[src/rtl/umul8_ha_pkg.sv]
// -----------------------------------------------------------------------------
// umul8_ha_pkg
// Shared definitions for the approximate unsigned 8x8 multiplier: half-adder
// array geometry and the helper that turns one array (top row + carry row)
// into its unsigned value. Used by the HA-array generator, this reduction
// stage and the checkers.
// -----------------------------------------------------------------------------
package umul8_ha_pkg;

  localparam int HA_T_W  = 9;   // top-row bits per array
  localparam int HA_B_W  = 7;   // carry-row bits per array
  localparam int HA_NARR = 4;   // arrays per operand pair
  localparam int HA_V_W  = 10;  // value of one array, max 511 + 508 = 1019
  localparam int HA_S_W  = 13;  // pair sum V_a + (V_b << 2), max 5095

  // Carry-row bit i sits two places above top-row bit i.
  function automatic logic [HA_V_W-1:0] ha_array_value(
    input logic [HA_T_W-1:0] t,
    input logic [HA_B_W-1:0] b
  );
    return HA_V_W'(t) + HA_V_W'({b, 2'b00});
  endfunction

endpackage

[src/rtl/unsigned_mul_8x8_ha_array_reduce_if.sv]
// -----------------------------------------------------------------------------
// unsigned_mul_8x8_ha_array_reduce_if
// Handshake bundle of the final-reduction stage.
//   in_valid / in_ready        : upstream handshake for the four HA arrays
//   ha_array_k_t / ha_array_k_b: top-row and carry-row bits of array k
//   out_valid / out_ready      : downstream handshake for the product
//   out_p / out_ovf            : product (mod 2^P_W) and wrap flag
// master: the side producing arrays and consuming products.
// slave : the reduction stage itself.
// -----------------------------------------------------------------------------
interface unsigned_mul_8x8_ha_array_reduce_if #(
  parameter int P_W = 16
);
  import umul8_ha_pkg::*;

  logic              in_valid;
  logic              in_ready;
  logic [HA_T_W-1:0] ha_array_0_t;
  logic [HA_T_W-1:0] ha_array_1_t;
  logic [HA_T_W-1:0] ha_array_2_t;
  logic [HA_T_W-1:0] ha_array_3_t;
  logic [HA_B_W-1:0] ha_array_0_b;
  logic [HA_B_W-1:0] ha_array_1_b;
  logic [HA_B_W-1:0] ha_array_2_b;
  logic [HA_B_W-1:0] ha_array_3_b;
  logic              out_valid;
  logic              out_ready;
  logic [P_W-1:0]    out_p;
  logic              out_ovf;

  modport master (
    output in_valid,
    output ha_array_0_t, ha_array_1_t, ha_array_2_t, ha_array_3_t,
    output ha_array_0_b, ha_array_1_b, ha_array_2_b, ha_array_3_b,
    output out_ready,
    input  in_ready,
    input  out_valid,
    input  out_p,
    input  out_ovf
  );

  modport slave (
    input  in_valid,
    input  ha_array_0_t, ha_array_1_t, ha_array_2_t, ha_array_3_t,
    input  ha_array_0_b, ha_array_1_b, ha_array_2_b, ha_array_3_b,
    input  out_ready,
    output in_ready,
    output out_valid,
    output out_p,
    output out_ovf
  );

endinterface

[src/rtl/umul8_pipe_slice.sv]
// -----------------------------------------------------------------------------
// umul8_pipe_slice
// One valid/ready register slice of width W. Ready passes straight through:
// the slice accepts whenever it is empty or its content leaves this cycle,
// so chained slices stream one item per cycle with no bubbles.
// Ports:
//   clk, rst             : clock, synchronous active-high reset
//   in_valid/in_ready    : upstream handshake, in_data captured on transfer
//   out_valid/out_ready  : downstream handshake, out_data is the register
// -----------------------------------------------------------------------------
module umul8_pipe_slice #(
  parameter int W = 8
) (
  input  logic         clk,
  input  logic         rst,
  input  logic         in_valid,
  output logic         in_ready,
  input  logic [W-1:0] in_data,
  output logic         out_valid,
  input  logic         out_ready,
  output logic [W-1:0] out_data
);

  logic         valid_r;
  logic [W-1:0] data_r;
  logic         load_s;

  // Ready-through: free when empty or when the held item is being taken.
  always_comb begin
    in_ready = !valid_r || out_ready;
    load_s   = in_valid && in_ready;
  end

  // Occupancy and data register; data only changes on a transfer in.
  always_ff @(posedge clk) begin
    if (rst) begin
      valid_r <= 1'b0;
      data_r  <= {W{1'b0}};
    end else if (load_s) begin
      valid_r <= 1'b1;
      data_r  <= in_data;
    end else if (out_ready) begin
      valid_r <= 1'b0;
    end else begin
      valid_r <= valid_r;
    end
  end

  assign out_valid = valid_r;
  assign out_data  = data_r;

endmodule

[src/rtl/unsigned_mul_8x8_ha_array_reduce.sv]
// -----------------------------------------------------------------------------
// unsigned_mul_8x8_ha_array_reduce
// Final reduction of the approximate 8x8 multiplier. The four HA arrays are
// valued (V_k), combined pairwise into S01/S23 ahead of the first slice, and
// S01 + (S23 << 4) is formed ahead of the second slice, whose register drives
// the product. Two transactions may be in flight; full backpressure.
// Ports:
//   clk  : rising-edge clock
//   rst  : synchronous active-high reset, drops everything in flight
//   bus  : slave side of unsigned_mul_8x8_ha_array_reduce_if
// -----------------------------------------------------------------------------
module unsigned_mul_8x8_ha_array_reduce
  import umul8_ha_pkg::*;
#(
  parameter int P_W = 16
) (
  input logic clk,
  input logic rst,
  unsigned_mul_8x8_ha_array_reduce_if.slave bus
);

  localparam int S1_W  = 2 * HA_S_W;
  // The exact sum needs 17 bits; keep at least one bit above P_W for the flag.
  localparam int SUM_W = (P_W + 1 > 17) ? P_W + 1 : 17;

  logic [HA_V_W-1:0] v0_s;
  logic [HA_V_W-1:0] v1_s;
  logic [HA_V_W-1:0] v2_s;
  logic [HA_V_W-1:0] v3_s;
  logic [HA_S_W-1:0] s01_in_s;
  logic [HA_S_W-1:0] s23_in_s;
  logic [S1_W-1:0]   s1_in_s;
  logic [S1_W-1:0]   s1_out_s;
  logic              s1_valid_s;
  logic              s2_ready_s;
  logic [HA_S_W-1:0] s01_s;
  logic [HA_S_W-1:0] s23_s;
  logic [SUM_W-1:0]  sum_s;
  logic              ovf_s;
  logic [P_W:0]      s2_in_s;
  logic [P_W:0]      s2_out_s;

  // Array values and the first-level pair sums (arrays k, k+1 differ by 2^2).
  always_comb begin
    v0_s     = ha_array_value(bus.ha_array_0_t, bus.ha_array_0_b);
    v1_s     = ha_array_value(bus.ha_array_1_t, bus.ha_array_1_b);
    v2_s     = ha_array_value(bus.ha_array_2_t, bus.ha_array_2_b);
    v3_s     = ha_array_value(bus.ha_array_3_t, bus.ha_array_3_b);
    s01_in_s = HA_S_W'(v0_s) + HA_S_W'({v1_s, 2'b00});
    s23_in_s = HA_S_W'(v2_s) + HA_S_W'({v3_s, 2'b00});
    s1_in_s  = {s01_in_s, s23_in_s};
  end

  umul8_pipe_slice #(.W(S1_W)) u_stage1 (
    .clk       (clk),
    .rst       (rst),
    .in_valid  (bus.in_valid),
    .in_ready  (bus.in_ready),
    .in_data   (s1_in_s),
    .out_valid (s1_valid_s),
    .out_ready (s2_ready_s),
    .out_data  (s1_out_s)
  );

  // Second-level sum (pair 23 sits 2^4 above pair 01) and wrap detection.
  always_comb begin
    s01_s   = s1_out_s[S1_W-1:HA_S_W];
    s23_s   = s1_out_s[HA_S_W-1:0];
    sum_s   = SUM_W'(s01_s) + SUM_W'({s23_s, 4'b0000});
    ovf_s   = (sum_s >> P_W) != {SUM_W{1'b0}};
    s2_in_s = {ovf_s, sum_s[P_W-1:0]};
  end

  umul8_pipe_slice #(.W(P_W + 1)) u_stage2 (
    .clk       (clk),
    .rst       (rst),
    .in_valid  (s1_valid_s),
    .in_ready  (s2_ready_s),
    .in_data   (s2_in_s),
    .out_valid (bus.out_valid),
    .out_ready (bus.out_ready),
    .out_data  (s2_out_s)
  );

  assign bus.out_p   = s2_out_s[P_W-1:0];
  assign bus.out_ovf = s2_out_s[P_W];

endmodule

[src/flat_wrapper.sv]
// flat-port wrapper written by rule: the top's interface ports become plain ports
module unsigned_mul_8x8_ha_array_reduce_flat import umul8_ha_pkg::*;
#(
  parameter int P_W = 16
)
  (clk, rst, bus_in_valid, bus_ha_array_0_t, bus_ha_array_1_t, bus_ha_array_2_t, bus_ha_array_3_t, bus_ha_array_0_b, bus_ha_array_1_b, bus_ha_array_2_b, bus_ha_array_3_b, bus_out_ready, bus_in_ready, bus_out_valid, bus_out_p, bus_out_ovf);
  unsigned_mul_8x8_ha_array_reduce_if #(.P_W(P_W)) bus_i ();
  input logic clk;
  input logic rst;
  input wire logic [$bits(bus_i.in_valid)-1:0] bus_in_valid;
  input wire logic [$bits(bus_i.ha_array_0_t)-1:0] bus_ha_array_0_t;
  input wire logic [$bits(bus_i.ha_array_1_t)-1:0] bus_ha_array_1_t;
  input wire logic [$bits(bus_i.ha_array_2_t)-1:0] bus_ha_array_2_t;
  input wire logic [$bits(bus_i.ha_array_3_t)-1:0] bus_ha_array_3_t;
  input wire logic [$bits(bus_i.ha_array_0_b)-1:0] bus_ha_array_0_b;
  input wire logic [$bits(bus_i.ha_array_1_b)-1:0] bus_ha_array_1_b;
  input wire logic [$bits(bus_i.ha_array_2_b)-1:0] bus_ha_array_2_b;
  input wire logic [$bits(bus_i.ha_array_3_b)-1:0] bus_ha_array_3_b;
  input wire logic [$bits(bus_i.out_ready)-1:0] bus_out_ready;
  output wire logic [$bits(bus_i.in_ready)-1:0] bus_in_ready;
  output wire logic [$bits(bus_i.out_valid)-1:0] bus_out_valid;
  output wire logic [$bits(bus_i.out_p)-1:0] bus_out_p;
  output wire logic [$bits(bus_i.out_ovf)-1:0] bus_out_ovf;
  assign bus_i.in_valid = bus_in_valid;
  assign bus_i.ha_array_0_t = bus_ha_array_0_t;
  assign bus_i.ha_array_1_t = bus_ha_array_1_t;
  assign bus_i.ha_array_2_t = bus_ha_array_2_t;
  assign bus_i.ha_array_3_t = bus_ha_array_3_t;
  assign bus_i.ha_array_0_b = bus_ha_array_0_b;
  assign bus_i.ha_array_1_b = bus_ha_array_1_b;
  assign bus_i.ha_array_2_b = bus_ha_array_2_b;
  assign bus_i.ha_array_3_b = bus_ha_array_3_b;
  assign bus_i.out_ready = bus_out_ready;
  assign bus_in_ready = bus_i.in_ready;
  assign bus_out_valid = bus_i.out_valid;
  assign bus_out_p = bus_i.out_p;
  assign bus_out_ovf = bus_i.out_ovf;
  unsigned_mul_8x8_ha_array_reduce #(.P_W(P_W)) u_core (.clk(clk), .rst(rst), .bus(bus_i));
endmodule
[config.mk]
export PLATFORM = sky130hd
export DESIGN_NAME = unsigned_mul_8x8_ha_array_reduce_flat
export DESIGN_NICKNAME = d
export VERILOG_FILES = /design/src/rtl/umul8_ha_pkg.sv /design/src/rtl/unsigned_mul_8x8_ha_array_reduce_if.sv /design/src/rtl/umul8_pipe_slice.sv /design/src/rtl/unsigned_mul_8x8_ha_array_reduce.sv /design/src/flat_wrapper.sv
export SDC_FILE = /design/constraint.sdc
export NUM_CORES = 1
export LEC_CHECK = 0
export CAP_MARGIN = 30
export CORE_MARGIN = 2
export CORE_UTILIZATION = 45
export CTS_CLUSTER_DIAMETER = 120
export DETAILED_ROUTE_END_ITERATION = 12
export GPL_TIMING_DRIVEN = 0
export PLACE_DENSITY = 0.72
export SLEW_MARGIN = 20
export SYNTH_ARGS = -nofsm -noshare
export SYNTH_HDL_FRONTEND = slang
export SYNTH_HIERARCHICAL = 1
export SYNTH_SLANG_ARGS = --single-unit
[constraint.sdc]
create_clock -name clk -period 6 [get_ports clk]
set_input_delay 1.2 -clock clk [delete_from_list [all_inputs] [get_ports clk]]
set_output_delay 1.2 -clock clk [all_outputs]
set_load 0.05 [all_outputs]
==> reports/results.txt <==
Dpl cell area -> 5080 µm²
Origin of the worst setup path -> bus_out_ready
Total power -> 0.00119 W
Slowest cell delay on critical path -> 0.84 ns
Post-synth EDFFs -> 0
Final cell count without fillers -> 652
Final hold viol count -> 0
Initial antenna violation count -> 0
Net Count, Synth -> 576
Setup Viol. Count Final -> 0
Postcts setup bufs -> 0
Num Clock Sinks -> 45
Nets -> 667
Clk Latency, worst-skew pair -> 0.30 ns
GPL Wtd Cong -> 0.864
Status -> completed
Post-synth design cell area -> 4100 µm²
# hold bufs at CTS -> 0
Layout area overhead -> 26.3%
Setup crit start kind -> input port
Post-route DRC -> 0
Post-DRT Antenna Nets -> 0
Top FF cell, synth -> dfxtp_1
WP data arrival -> 3.50 ns
Total negative slack -> 0 ns
Total length of routed wires -> 8770 µm
Area share of the largest cell type after synthesis -> 0.220
Post_cts resized -> 0
Io pins -> 87
Max FO, Critical Path -> 10
Largest net degree at the start of global routing -> 14
CTS tree -> built
Fmax -> 0.213 GHz
DRT Pass-1 Iters -> 4
Clock skew -> 0.00404 ns
Critical path required time -> 4.80 ns
Post-synthesis sequential area ratio -> 0.220
LEAKAGE -> 2.10 nW
Clock-pin transition on the worst setup and hold timing paths -> 0.08 ns
Worst path buffer plus inverter count -> 6
Total CTS buffers -> 5
Nature of the critical path endpoint -> output pin
Core Rows -> 34
Reg area -> 901 µm²
Die W -> 99.5 µm
Cells after Synth -> 452
Post-DP HPWL -> 7190 µm
Initial core utilization -> 0.468
DR WL/cell -> 13.5 µm
Seq cells post-synth -> 45
Max VDD drop -> 106 µV
Most common cell in the synthesized netlist -> nand3_1
H-Tree Depth -> 2
Pwr dens -> 230 nW/µm²
Async SR Flop Fraction -> 0
Count of cell types in the netlist -> 51
FF-to-FF Start -> u_core/u_stage1/out_data[0]
CTS root buf -> clkbuf_8
CTS max path bufs -> 2
Vias -> 3452
Starting DRC count in detailed routing -> 126
Final Max Tran Viols -> 0
Share of layout cells above drive strength 1 -> 0.145
RSZ-0062 raised after global routing -> no
Antenna diodes -> 0
Total GRT Usage -> 0.185
First-pass GRT wire length -> 15400 µm
Worst slew margin -> 0.642
Synthesis Warnings -> 6
Multi-input gate area -> 2920 µm²
Number of global-route vias before repair -> 3447
Final Instance Area -> 5180 µm²
Via density -> 5.29
Tmin final -> 4.70 ns
Port buffer count -> 84
Inst Count DP -> 644
Crit path cell chain -> clkdlybuf4s50_1 > nand2b_4 > buf_6 > buf_2 > nand2b_4 > buf_6 > buf_2 > clkdlybuf4s50_1
Fillers -> 772
Hold path start -> u_core/u_stage1/out_data[14]
Kind of cell adding the most delay to the critical path -> buffers and inverters
Post-layout util -> 0.591
Worst-margin pin slew -> 0.536 ns
Syn Area/Cell -> 9.08 µm²
Total gr overflow -> 0
MaxCap Viol Count -> 0
Largest cells by area after synthesis -> dfxtp_1 (22%), ha_1 (11%), fa_1 (9.3%), a21bo_1 (8.0%), a21oi_2 (7.0%)
Die area -> 9900 µm²
Final period util -> 0.783
Slowest-stage cell, CP -> clkdlybuf4s50_1
HP Class -> reg2reg
Synth area leader -> dfxtp_1
CP Class -> in2out
Synth top cells by count -> nand3_1 (46), dfxtp_1 (45), ha_1 (37)
Core region area -> 8760 µm²
Die height -> 99.5 µm
-- layer usage --
| layer | GRT usage | part of all wire | wire length, µm |
|---|---|---|---|
| met5 | 0 | 0 | 0 |
| met2 | 0.323 | 0.49 | 4300 |
| met1 | 0.239 | 0.46 | 4040 |
| met4 | 0.0453 | 0.013 | 114 |
| met3 | 0.0288 | 0.036 | 315 |
-- path summary, 6_finish.rpt --
path / cells past startpoint / to / slack (ns)
setup / recovery: 8 / bus_in_ready / 1.30
hold / removal: 2 / u_core/u_stage2/out_data[1] / 0.48
setup reg to reg: 10 / u_core/u_stage2/out_data[12] / 3.67
hold reg to reg: 2 / u_core/u_stage2/out_data[1] / 0.48
-- tightest hold or removal path, cell delays in order, from the launching register on --
cell and delay [ns]:
dfxtp_1 0.32, nand3_1 0.07, a21oi_2 0.05
-- sequential cells by signal, indices dropped and copies added (netlist names) --
register	cells
u_core/u_stage1/out_data	26
u_core/u_stage2/out_data	17
u_core/u_stage1/out_valid	1
u_core/u_stage2/out_valid	1
-- area by class of cell --
type / instances / area share
Multi-Input combinational cell: 350 / 0.563
Sequential cell: 45 / 0.174
Timing Repair Buffer: 84 / 0.162
Buffer: 25 / 0.0324
Tap cell: 108 / 0.0261
Inverter: 32 / 0.0232
Clock buffer: 7 / 0.0186
Clock inverter: 1 / 0.000966
-- layout by cell type, fill, tap and decap left out, types with 4 or more instances in the layout --
cell             netlist  layout
a21bo_1               33      33
o21ai_1                5       5
a21o_1                 9       9
nand3_1               46      46
a21bo_2               10      10
o21a_1                 5       5
fa_1                  19      19
nor2_1                16      16
a21oi_2               33      33
a21oi_1               29      29
inv_1                 32      32
buf_6                  7       7
buf_2                 12      12
clkdlybuf4s50_1        0      84
nand2b_1               7       7
clkbuf_8               0       7
xnor2_1               23      23
nand2_1                9       9
xor2_1                 4       4
dfxtp_1               45      45
ha_1                  37      37
a211oi_1               7       7
o21ai_0               14      14
-- logic make-up (layout without fill, tap and decap cells) --
kind of cell / Yosys count / after routing / share of synthesized area
compound gates: 165 / 165 / 0.312
xor+xnor: 27 / 27 / 0.0576
fa+ha+maj: 56 / 56 / 0.205
buf+inv: 57 / 149 / 0.0701
flops: 45 / 45 / 0.220
mux: 1 / 1 / 0.00244
simple gates: 101 / 101 / 0.133
-- per-stage QoR --
step	hold slack [ns]	worst slack, ns
final	0.480	1.30
after global routing	0.500	1.19
after CTS	0.478	1.29
after detailed placement	0.466	1.29
after global placement	0.469	1.34
after floorplan	0.440	2.16
-- power breakdown --
part,switching [W],internal (W)
clock network,0.000103,0.000104
registers,0.0000264,0.000337
logic,0.000320,0.000299
Note: power is estimated with default switching activity, not from simulation.
